**src/rtl/ctrl_pipe.sv**
```systemverilog
// Control-word pipeline with per-stage stall/flush and bubble insertion behind held stages.
// Optional bubble counter on the last stage is compiled in with `define CTRL_PIPE_PERF_EN.
module ctrl_pipe #(
  parameter int WIDTH = 11,
  parameter int DEPTH = 3
) (
  input  logic                   clk,
  input  logic                   rst,
  input  logic [WIDTH-1:0]       ctrl_d,
  input  logic                   valid_d,
  input  logic [DEPTH-1:0]       stall,
  input  logic [DEPTH-1:0]       flush,
  output logic [DEPTH*WIDTH-1:0] ctrl_q,
  output logic [DEPTH-1:0]       valid_q,
  output logic                   stall_d
`ifdef CTRL_PIPE_PERF_EN
  ,
  output logic [31:0]            bubble_cnt
`endif
);

  logic [DEPTH-1:0] hold;
  logic [WIDTH-1:0] stageWord [DEPTH];
  logic             stageValid [DEPTH];

  // A stage is held if it or any stage downstream of it stalls.
  for (genvar k = 0; k < DEPTH; k++) begin : gHold
    assign hold[k] = |stall[DEPTH-1:k];
  end

  assign stall_d = hold[0];

  for (genvar k = 0; k < DEPTH; k++) begin : gStage
    logic [WIDTH-1:0] upWord;
    logic             upValid;

    if (k == 0) begin : gFirst
      assign upWord  = valid_d ? ctrl_d : '0;
      assign upValid = valid_d;
    end else begin : gNext
      // Behind a held upstream stage we take a bubble so the held word is not duplicated.
      assign upWord  = hold[k-1] ? '0 : stageWord[k-1];
      assign upValid = hold[k-1] ? 1'b0 : stageValid[k-1];
    end

    always_ff @(posedge clk or posedge rst) begin
      if (rst) begin
        stageWord[k]  <= '0;
        stageValid[k] <= 1'b0;
      end else if (flush[k]) begin
        stageWord[k]  <= '0;
        stageValid[k] <= 1'b0;
      end else if (!hold[k]) begin
        stageWord[k]  <= upWord;
        stageValid[k] <= upValid;
      end
    end

    assign ctrl_q[k*WIDTH +: WIDTH] = stageWord[k];
    assign valid_q[k]               = stageValid[k];
  end

`ifdef CTRL_PIPE_PERF_EN
  // Counts edges where an empty last stage is allowed to advance.
  always_ff @(posedge clk or posedge rst) begin
    if (rst) begin
      bubble_cnt <= '0;
    end else if (!stageValid[DEPTH-1] && !hold[DEPTH-1]) begin
      bubble_cnt <= bubble_cnt + 32'd1;
    end
  end
`endif

endmodule

```
**config.mk**
```make
export PLATFORM = sky130hd
export DESIGN_NAME = ctrl_pipe
export DESIGN_NICKNAME = d
export VERILOG_FILES = /design/src/rtl/ctrl_pipe.sv
export SDC_FILE = /design/constraint.sdc
export NUM_CORES = 1
export LEC_CHECK = 0
export CORE_MARGIN = 2
export CORE_UTILIZATION = 46
export CTS_BUF_LIST = sky130_fd_sc_hd__clkbuf_2 sky130_fd_sc_hd__clkbuf_4 sky130_fd_sc_hd__clkbuf_8
export CTS_CLUSTER_SIZE = 16
export DETAILED_ROUTE_END_ITERATION = 16
export PLACE_DENSITY_LB_ADDON = 0.2
export SETUP_SLACK_MARGIN = 0.02
export SYNTH_ARGS = -nofsm -noshare
export SYNTH_HDL_FRONTEND = slang
export SYNTH_SLANG_ARGS = --single-unit
```
**constraint.sdc**
```tcl
create_clock -name clk -period 1.1 [get_ports clk]
set_input_delay 0.22 -clock clk [delete_from_list [all_inputs] [get_ports clk]]
set_output_delay 0.22 -clock clk [all_outputs]
set_load 0.01 [all_outputs]
```
==> summary.txt <==
Outcome
  – Status: finished with violations
  – Failing checks: negative setup slack

Placement
  – Dpl ws: -0.590 ns
  – Port Buf Inserts: 56
  – GP Congestion: 0.785
  – Placed Cells: 262
  – DP Wirelength: between 2000 and 3000 µm

Global routing
  – First-pass GRT wire length: about 7000 µm
  – Largest net degree at the start of global routing: 37
  – Global route overflow: 0
  – Gr usage total: between 20% and 30%
  – Vias in the first global route: roughly 1500
  – Antenna violations before repair: 0

STA
  – Worst slew pin tran: approximately 0.28 ns
  – Final setup fails: 12
  – Skew final: ~0.008 ns
  – Final hold vios: 0
  – FMAX: 891 MHz
  – Worst relative slew slack: between 80% and 90%
  – Fin crit period: approximately 1.1 ns
  – Final number of max-transition violations: 0
  – Final period util: 102%
  – RSZ-0062 raised after global routing: yes
  – Worst setup slack after layout: -0.0227 ns
  – Setup TNS: -0.131 ns

Power and ir drop
  – Worst IR Drop VDD: roughly 0.00075 V
  – P_leak: between 1 and 1.5 nW
  – Power, Total: ~2.4 mW
  – Power Dens Cells: between 900 and 1000 nW/µm²

Synthesis
  – Async S/R FF share, synth: 100%
  – Synth Warn #: 0
  – Syn Inst Count: between 100 and 150
  – Synthesized area: about 1600 µm²
  – Synth Register Bits: 36
  – Post-synth EDFFs: 0
  – Post-synthesis net count: 156
  – Synth cell types: 19
  – Syn Area/Cell: 12.1 µm²
  – Synth Flop Type: dfrtp_1
  – Sequential cell area fraction in the yosys report: between 50% and 60%

Detailed routing
  – Final WL: around 4300 µm
  – Via count: between 1000 and 1500
  – DR iter-0 viols: 44
  – WL/cell: approximately 15 µm
  – Vias per cell: ~5.0
  – Met3 routed wirelength: ~180 µm
  – Max layer used: met4
  – Post-route ant nets: 0
  – Routed met1 length: between 1500 and 2000 µm
  – Remaining DRCs: 0
  – Routed met2 length: between 2000 and 2500 µm
  – Pre-antenna DRT Iters: 4

CTS
  – CTS tree: yes
  – H-tree depth: 2
  – Clock-pin slew on the worst setup and hold paths: around 0.11 ns
  – CTS Sinks: 36
  – Worst skew pair latency: 0.34 ns
  – CTS max path bufs: 2
  – Root cell of the clock tree: clkbuf_4
  – Hold buffer count at cts: 0
  – Num CTS Buffers: 5

Cells and area
  – # diodes: 0
  – NumNets Final: 260
  – Layout area overhead: 57.8%
  – Commonest non-fill, non-tap cell in the layout: buf_4
  – Finished Layout Cells: between 200 and 300
  – Area occupied by multi-input gates: around 700 µm²
  – Sequential cell area: around 900 µm²
  – Layout cells sized above 1: about half
  – Fill cells: between 200 and 250
  – Commonest cells after routing, fill and taps aside: buf_4, dfrtp_1, buf_2, clkdlybuf4s50_1

Run
  – Max-cap viol count: 0

Critical path
  – WS Path Type: reg2out
  – Critical Path Start Type: register
  – Slowest CP cell: dfrtp_1
  – Critical path buffer and inverter count: 1
  – Critical path cell sequence: buf_2
  – Top Family by Delay on Critical Path: flip-flops
  – Crit path DAT: about 0.90 ns
  – CP max stage delay: 0.42 ns
  – Critical Path End Type: output port
  – Req. time, crit path: 0.88 ns
  – CP max FO: 2

Floorplan
  – DIE WIDTH: roughly 64 µm
  – Row count: 21
  – Die Height: roughly 64 µm
  – Die area: between 4000 and 5000 µm²
  – I/O Pins: 57
  – Area of the core: around 3400 µm²
  – Starting Density: between 40% and 50%

Hold path
  – Hold crit path type: in2async
registers in the layout, summed over array words and instances, names as in the netlist:
signal / cells
ctrl_q: 33
valid_q: 3
cell families (layout without fill, tap and decap cells):
family / count (synthesis) / in the layout / share of synthesized area, %
AOI/OAI and AO/OA: 27 / 27 / 11.5
buffers and inverters: 13 / 117 / 5.57
muxes: 11 / 11 / 6.72
DFF: 36 / 36 / 55.0
and+or+nand+nor: 49 / 49 / 21.3
cell usage after synthesis (2+ instances only):
library cell,n,area [µm²]
a21oi_1,13,65.1
a22o_1,12,105
buf_4,4,30.0
buf_6,3,33.8
clkbuf_1,3,11.3
dfrtp_1,36,901
inv_1,2,7.51
mux2i_1,11,110
nand2_1,12,45.0
nand2b_1,11,68.8
nand3b_1,11,82.6
or3b_1,9,78.8
or3b_2,3,26.3
layout make-up:
class,count,area share (%)
timing repair buffer,108,32.3
clock buffer,7,2.52
multi-input combinational,87,27.8
inverter,2,0.290
tap,46,2.23
sequential,36,34.8
timing repair:
item	CTS	global route
resized for setup	165	25
endpoints found under the setup margin	73	48
setup buffers	14	7
pin swaps	7	8
final timing paths:
path	start	to	slack, ns	cells past startpoint
worst max-delay path	ctrl_q[20]$_DFFE_PP0P_	ctrl_q[20]	-0.02	1
worst min-delay path	rst	ctrl_q[29]$_DFFE_PP0P_	0.23	3
worst max register to register	ctrl_q[12]$_DFFE_PP0P_	ctrl_q[23]$_DFFE_PP0P_	0.04	3
worst min register to register	ctrl_q[30]$_DFFE_PP0P_	ctrl_q[30]$_DFFE_PP0P_	0.53	2
max in group asynchronous	rst	ctrl_q[9]$_DFFE_PP0P_	0.69	3
min in group clk	stall[0]	valid_q[0]$_DFFE_PP0P_	0.33	4
routing by layer:
layer | GRT usage [%] | vias to the layer above
met5 | 0 | -
li1 | - | 687
met3 | 6.43 | 7
met1 | 29.7 | 698
met2 | 37.0 | 38
met4 | 7.07 | 0
power breakdown:
group / leakage [nW] / switching, mW / internal (mW)
clock: 0.0374 / 0.425 / 0.362
combinational: 0.747 / 0.146 / 0.156
sequential: 0.502 / 0.00694 / 1.33
worst register-to-register path, cell delays in order, from the launching register on:
cell and delay (ns):
dfrtp_1 0.39, buf_6 0.11, or3b_4 0.37, a21oi_2 0.14
through the flow:
stage          area, µm²  utilization (%)  hold WS [ns]
2_1_floorplan       1640                -         0.283
3_3_place_gp        2460             72.6         0.501
3_5_place_dp        2460             72.6         0.509
4_1_cts             2460             72.7         0.226
5_1_grt             2590             76.3         0.229
6_report            2590             76.3         0.225
Power figures use the tool's default switching activity.
